**src/rtl/edge_stream_packer.sv**
```systemverilog
// rtl/edge_stream_packer.sv - Sobel magnitude thresholder with framed stream output FIFO; THRESH_BINARY_EN selects binary output
module edge_stream_packer #(
  parameter int PIXELS_PER_BEAT = 16,
  parameter int IMAGE_DIM       = 512,
  parameter int FIFO_DEPTH      = 4
) (
  input  logic                         clk,
  input  logic                         aresetn,
  input  logic [8*PIXELS_PER_BEAT-1:0] in_data,
  input  logic                         in_valid,
  output logic                         stall,
  input  logic [7:0]                   thresh,
  output logic [8*PIXELS_PER_BEAT-1:0] m_axis_tdata,
  output logic                         m_axis_tvalid,
  input  logic                         m_axis_tready,
  output logic                         m_axis_tlast,
  output logic                         m_axis_tuser,
  output logic                         frame_done
);

  localparam int DATA_WIDTH    = 8 * PIXELS_PER_BEAT;
  localparam int BEATS_PER_ROW = IMAGE_DIM / PIXELS_PER_BEAT;
  localparam int COL_W         = (BEATS_PER_ROW > 1) ? $clog2(BEATS_PER_ROW) : 1;
  localparam int ROW_W         = (IMAGE_DIM > 1) ? $clog2(IMAGE_DIM) : 1;
  localparam int PTR_W         = $clog2(FIFO_DEPTH);
  localparam int CNT_W         = PTR_W + 1;
  localparam logic [COL_W-1:0] LAST_COL  = COL_W'(BEATS_PER_ROW - 1);
  localparam logic [ROW_W-1:0] LAST_ROW  = ROW_W'(IMAGE_DIM - 1);
  localparam logic [CNT_W:0]   DEPTH_OCC = (CNT_W + 1)'(FIFO_DEPTH);

  logic [DATA_WIDTH-1:0] r_s1_data;
  logic                  r_s1_valid;
  logic [7:0]            r_thr_lat;
  logic [COL_W-1:0]      r_in_col;
  logic [ROW_W-1:0]      r_in_row;
  logic [COL_W-1:0]      r_out_col;
  logic [ROW_W-1:0]      r_out_row;
  logic [DATA_WIDTH-1:0] r_mem [FIFO_DEPTH];
  logic [PTR_W-1:0]      r_wr_ptr;
  logic [PTR_W-1:0]      r_rd_ptr;
  logic [CNT_W-1:0]      r_count;
  logic                  r_frame_done;

  logic                  w_accept;
  logic                  w_push;
  logic                  w_pop;
  logic                  w_in_first;
  logic                  w_out_col_last;
  logic                  w_out_row_last;
  logic [CNT_W:0]        w_occupancy;
  logic [DATA_WIDTH-1:0] w_s1_out;

  // Occupancy counts the beat sitting in S1 so every accepted beat has a FIFO slot reserved.
  assign w_occupancy    = (CNT_W + 1)'(r_count) + (CNT_W + 1)'(r_s1_valid);
  assign stall          = (w_occupancy >= DEPTH_OCC);
  assign w_accept       = in_valid & ~stall;
  assign w_in_first     = (r_in_col == '0) && (r_in_row == '0);
  assign w_push         = r_s1_valid;
  assign m_axis_tvalid  = (r_count != '0);
  assign w_pop          = m_axis_tvalid & m_axis_tready;
  assign w_out_col_last = (r_out_col == LAST_COL);
  assign w_out_row_last = (r_out_row == LAST_ROW);
  assign m_axis_tdata   = m_axis_tvalid ? r_mem[r_rd_ptr] : '0;
  assign m_axis_tlast   = m_axis_tvalid & w_out_col_last;
  assign m_axis_tuser   = m_axis_tvalid & (r_out_col == '0) & (r_out_row == '0);
  assign frame_done     = r_frame_done;

  // Per-pixel threshold applied to the S1 beat as it is written into the FIFO.
  always_comb begin
    w_s1_out = '0;
    for (int j = 0; j < PIXELS_PER_BEAT; j++) begin
      if (r_s1_data[8*j +: 8] >= r_thr_lat) begin
`ifdef THRESH_BINARY_EN
        w_s1_out[8*j +: 8] = 8'hFF;
`else
        w_s1_out[8*j +: 8] = r_s1_data[8*j +: 8];
`endif
      end
    end
  end

  // S1 register captures accepted beats; the threshold is sampled at frame beat 0 only.
  always_ff @(posedge clk) begin
    if (!aresetn) begin
      r_s1_valid <= 1'b0;
      r_s1_data  <= '0;
      r_thr_lat  <= '0;
    end else begin
      r_s1_valid <= w_accept;
      if (w_accept) begin
        r_s1_data <= in_data;
        if (w_in_first) begin
          r_thr_lat <= thresh;
        end
      end
    end
  end

  // Input-side frame position, advanced on every accepted beat.
  always_ff @(posedge clk) begin
    if (!aresetn) begin
      r_in_col <= '0;
      r_in_row <= '0;
    end else if (w_accept) begin
      if (r_in_col == LAST_COL) begin
        r_in_col <= '0;
        r_in_row <= (r_in_row == LAST_ROW) ? '0 : r_in_row + ROW_W'(1);
      end else begin
        r_in_col <= r_in_col + COL_W'(1);
      end
    end
  end

  // Output FIFO storage; entries need no reset because tdata is masked while empty.
  always_ff @(posedge clk) begin
    if (w_push) begin
      r_mem[r_wr_ptr] <= w_s1_out;
    end
  end

  // FIFO pointers and fill count; a simultaneous push and pop leaves the count unchanged.
  always_ff @(posedge clk) begin
    if (!aresetn) begin
      r_wr_ptr <= '0;
      r_rd_ptr <= '0;
      r_count  <= '0;
    end else begin
      if (w_push) begin
        r_wr_ptr <= r_wr_ptr + PTR_W'(1);
      end
      if (w_pop) begin
        r_rd_ptr <= r_rd_ptr + PTR_W'(1);
      end
      if (w_push && !w_pop) begin
        r_count <= r_count + CNT_W'(1);
      end else if (!w_push && w_pop) begin
        r_count <= r_count - CNT_W'(1);
      end
    end
  end

  // Output-side frame position and end-of-frame pulse, advanced on each handshake.
  always_ff @(posedge clk) begin
    if (!aresetn) begin
      r_out_col    <= '0;
      r_out_row    <= '0;
      r_frame_done <= 1'b0;
    end else begin
      r_frame_done <= w_pop & w_out_col_last & w_out_row_last;
      if (w_pop) begin
        if (w_out_col_last) begin
          r_out_col <= '0;
          r_out_row <= w_out_row_last ? '0 : r_out_row + ROW_W'(1);
        end else begin
          r_out_col <= r_out_col + COL_W'(1);
        end
      end
    end
  end

endmodule

```
**config.mk**
```make
export PLATFORM = sky130hd
export DESIGN_NAME = edge_stream_packer
export DESIGN_NICKNAME = d
export VERILOG_FILES = /design/src/rtl/edge_stream_packer.sv
export SDC_FILE = /design/constraint.sdc
export NUM_CORES = 1
export LEC_CHECK = 0
export BUFFER_PORTS_ARGS = -buffer_cell sky130_fd_sc_hd__buf_2
export CAP_MARGIN = 10
export CORE_AREA = 2 2 290 292
export DETAILED_ROUTE_END_ITERATION = 12
export DIE_AREA = 0 0 292 294
export GPL_TIMING_DRIVEN = 1
export SLEW_MARGIN = 20
export SYNTH_ARGS = -nofsm -noshare
export SYNTH_HDL_FRONTEND = slang
export SYNTH_SLANG_ARGS = --single-unit
```
**constraint.sdc**
```tcl
create_clock -name clk -period 5.8 [get_ports clk]
set_input_delay 0.58 -clock clk [delete_from_list [all_inputs] [get_ports clk]]
set_output_delay 0.58 -clock clk [all_outputs]
set_load 0.05 [all_outputs]
```
Word level (Yosys, flattened, before mapping) --
Memory sizes are Yosys's and may differ from the RTL's. A register that Yosys moved wholly into a read port is not among the register bits. Index checks and enable logic that the tools add are counted. W data, S select, Z words.
Word-level totals: flip-flop bits (word level) 173, bits in latches 0, memory bits (writable) 512, bits in read-only memories 0, bits of input ports 140, output and inout port bits 133, word-level logic and storage cells 91, memories 1
Memory list:
- r_mem | words 4, width 128, read ports 1, clocked after memory_dff 1, wr ports 1, line 38 | logic [DATA_WIDTH-1:0] r_mem [FIFO_DEPTH];
Cells by class: add/sub/neg operators 9, multiply operators 0, divide/modulo/power cells 0, order comparisons 17, eq/ne operators 4, shifts and indexed selects 0, muxes and demuxes 27, bitwise logic cells 8, reduce and logical (&&, ||, !) cells 14
Operator list (number):
- $ge A8 B8 Y1 | 16
- $mux W128 | 1
- $mux W8 | 16
- $add A9 B1 Y9 const B | 2
- $eq A9 B9 Y1 const B | 2
- $logic_not A9 Y1 | 2
- $mux W9 | 2
- $add A5 B1 Y5 const B | 2
- $eq A5 B5 Y1 const B | 2
- $logic_not A5 Y1 | 2
- $mux W5 | 2
- $and A1 B1 Y1 | 7
- $mux W3 | 2
- $reduce_and A2 Y1 | 3
- $add A2 B1 Y2 const B | 2
- $add A3 B1 Y4 | 1
- $ge A4 B3 Y1 const B | 1
- $mux W2 | 2
- $add A3 B1 Y3 const B | 1
- $logic_and A1 B1 Y1 | 3
- $reduce_bool A3 Y1 | 1
- $sub A3 B1 Y3 const B | 1
- $logic_not A1 Y1 | 2
- $mux W1 | 2
- other kinds (2) | 2

Depth between registers and ports, before layout --
word-level depth 5, mapped depth 10, depth with buffers taken out 9

Least setup slack after synthesis --
No wires, ideal clock.
path kind reg2reg, start register r_wr_ptr[0], end memory r_mem[0][0] (netlist bit), enable pin, library setup time 0.502 ns, arrival time 3.479 ns, required time 5.298 ns, path slack 1.820 ns, stages on the path, launching flop included 4, buffers on the path 0, period minus slack after synthesis 3.980 ns, cells stage by stage dfxtp_1 -> inv_1 -> ha_1 -> and2_1
RTL lines:
- from (decl) | line 39 | logic [PTR_W-1:0] r_wr_ptr;
- from (signal assigned) | line 129 | r_wr_ptr <= r_wr_ptr + PTR_W'(1);
- to (decl) | line 38
Straight into the memory's write port.

==> impl_results.md <==
* Post-CTS setup buffer count at 0
* Cell variety after synth at 48
* DRT Pass-1 Iters at 5
* Drc violations at 0
* Die span in y at 294 um
* Hold-fix buffers, CTS at 0
* WS Path Type: flop to output port
* Fmax at 269 MHz
* Commonest cells after routing, fill and taps aside: 603 x nand2_1, 512 x edfxtp_1, 271 x buf_2
* Synth top area share at 0.506
* Seq. cell area at 18900 um2
* Post-Syn Nets at 2641
* Fin. Hold Viols at 0
* CTS buffer count at 78
* WP data required at 5.22 ns
* Reg clk slew, reported paths at 0.06 ns
* Startpoint types: flop
* Synth top area cells: edfxtp_1 51%, dfxtp_1 12%, mux4_2 9.5%
* Remaining Overflow, GRT at 0
* CTS Buffer Depth at 3
* Area leader, netlist: edfxtp_1
* Mapped cell area at 30400 um2
* Final setup viols at 0
* Rows at 106
* Status: finished, final reports clean
* Final wirelength at 79400 um
* Pre-CTS setup slack at 2.61 ns
* IO Count at 273
* Cells after Synth at 2355
* Total number of vias at 19700
* PwrDens at 471 nW/um2
* Routed WL per cell at 21.0 um
* Share of cells above drive strength 1 at 0.207
* Peak VDD IR at 0.332 mV
* Ys flop type: edfxtp_1
* Core area at 82900 um2
* CP max stage delay at 0.90 ns
* Die area at 85800 um2
* Leak Pwr at 12.8 nW
* Synth-to-Final Area Change at 16.8%
* Fraction of the yosys area taken by sequential cells at 0.621
* Tightest Pin Transition at 1.03 ns
* Largest net degree at the start of global routing at 91
* Post-synth EDFFs at 512
* Yosys Warn Count at 0
* Number of global-route vias before repair at 20100
* Root Buffer: clkbuf_16
* TritonCTS clock tree: done
* Commonest non-fill, non-tap cell in the layout: nand2_1
* Clock Latency Late Sink at 0.62 ns
* Initial Util at 0.367
* Placed wire-length estimate at 49000 um
* Fin Hold WS at 0.204 ns
* RSZ-0062 raised after global routing: false
* Total GRT Usage at 0.184
* Multi-input logic area at 11000 um2
* Synth Area per Inst at 12.9 um2
* Clk sinks at 687
* Fin area at 35500 um2
* First-pass GRT wire length at 120000 um
* Setup TNS Final at 0 ns
* Clock skew at 0.0236 ns
* Slew Limit Fails at 0
* Cts repair resizes at 0
* Final min period at 3.71 ns
* CP max FO at 59
* DR iter-0 viols at 1118
* Crit path capture type: output port
* Die span in x at 292 um
* Arr. time, crit path at 3.13 ns
* CTS H-Tree Depth at 3
* Critical Path, Cell by Cell: buf_12 > mux4_2 > and2_1 > buf_2
* Initial antenna violation count at 13
* Vias/cell at 5.21
* # fillers at 7574
* GPL Wtd Cong at 0.752
* NumNets Final at 2916
* IO Port Bufs at 272
* Yosys reg bits at 687
* Hold Crit Class: input pin to flop
* DRT antenna net count at 0
* Final WS setup at 2.09 ns
* Cell Area, Placed at 32900 um2
* Async SR Flop Fraction at 0
* Max Cap Viol at 0
* Slowest-stage cell, CP: dfxtp_4
* Final Cycle Share at 0.640
* Max_slew headroom at 0.314
## registers in the layout (all words and copies together), names as in the netlist, named ones only
register    flops
frame_done      1
r_count         3
r_in_col        5
r_in_row        9
r_mem         512
r_out_col       5
r_out_row       9
r_rd_ptr        2
r_s1_data     128
r_s1_valid      1
r_thr_lat       8
r_wr_ptr        2
## synth_stat cells, types with 2 or more instances
cell,number
o211ai_1,4
a31oi_1,6
nand2b_1,17
and3_1,12
ha_1,145
buf_1,4
and2_1,140
nor2_1,24
a21oi_1,109
mux4_2,128
or3_1,4
nand3_1,12
or4_1,2
mux2i_1,11
xnor2_1,2
nand4b_1,7
o21ai_1,16
and4_1,2
a21boi_0,100
inv_1,36
buf_2,27
or4b_1,2
nand2_1,604
dfxtp_1,175
clkbuf_1,64
o21ai_0,140
o21a_1,17
nor2b_1,5
xor2_1,3
nor4_1,5
nor3_1,4
edfxtp_1,512
## metal layers
metal / part of all wire / wire length (um) / vias up / GRT usage
met5: 0.0016 / 130 / - / 0
met4: 0.021 / 1630 / 20 / 0.0471
met3: 0.059 / 4720 / 125 / 0.0404
met2: 0.49 / 39000 / 503 / 0.317
met1: 0.43 / 34000 / 9852 / 0.235
li1: - / - / 9167 / -
## critical path: cells and delay by family (launching register included)
kind                   cells  cell delay (ns)
buffers and inverters      2             0.70
AND/OR/NAND/NOR            1             0.19
flip-flops                 1             0.90
multiplexers               1             0.57
## metrics by stage
stage | utilization | cells | power, W
final | 0.428 | 3775 | 0.0167
after global routing | 0.428 | 3774 | 0.0175
after detailed placement | 0.397 | 3630 | 0.0119
after floorplan | - | 2355 | 0.0103
after global placement | 0.397 | 3630 | 0.0118
after CTS | 0.428 | 3774 | 0.0169
## final timing paths
path                 from                to  slack (ns)  cells after the start
max                  flop  m_axis_tdata[42]        2.09                      4
min           in_data[15]     r_s1_data[15]        0.20                      3
max reg2reg    r_count[1]     r_s1_data[13]        3.01                      5
min reg2reg  r_thr_lat[1]      r_thr_lat[1]        0.47                      2
## logic make-up after synthesis
group                    share of synthesized area
AO/OA/AOI/OAI                               0.0776
XOR/XNOR                                   0.00144
adder cells (fa/ha/maj)                     0.0603
buffers and inverters                       0.0177
flip-flops                                   0.621
multiplexers                                0.0985
AND/OR/NAND/NOR                              0.124
## power by group
group | switching, W | internal (W) | leakage [nW] | total [W]
Combinational | 0.00401 | 0.00167 | 5.31 | 0.00567
Clock | 0.00198 | 0.00301 | 1.26 | 0.00499
Sequential | 0.000307 | 0.00576 | 6.21 | 0.00607
Total | 0.00629 | 0.0104 | 12.8 | 0.0167
## final cells by class
cell class              count  share of cell area
clock buffers             108              0.0596
inverters                  37             0.00391
repair buffers            291              0.0431
clock inverters            36              0.0130
diodes                      1           0.0000705
flip-flops and latches    687               0.532
multi-input cells        1535               0.310
well taps                1080              0.0381
(Power assumes the default switching activity.)
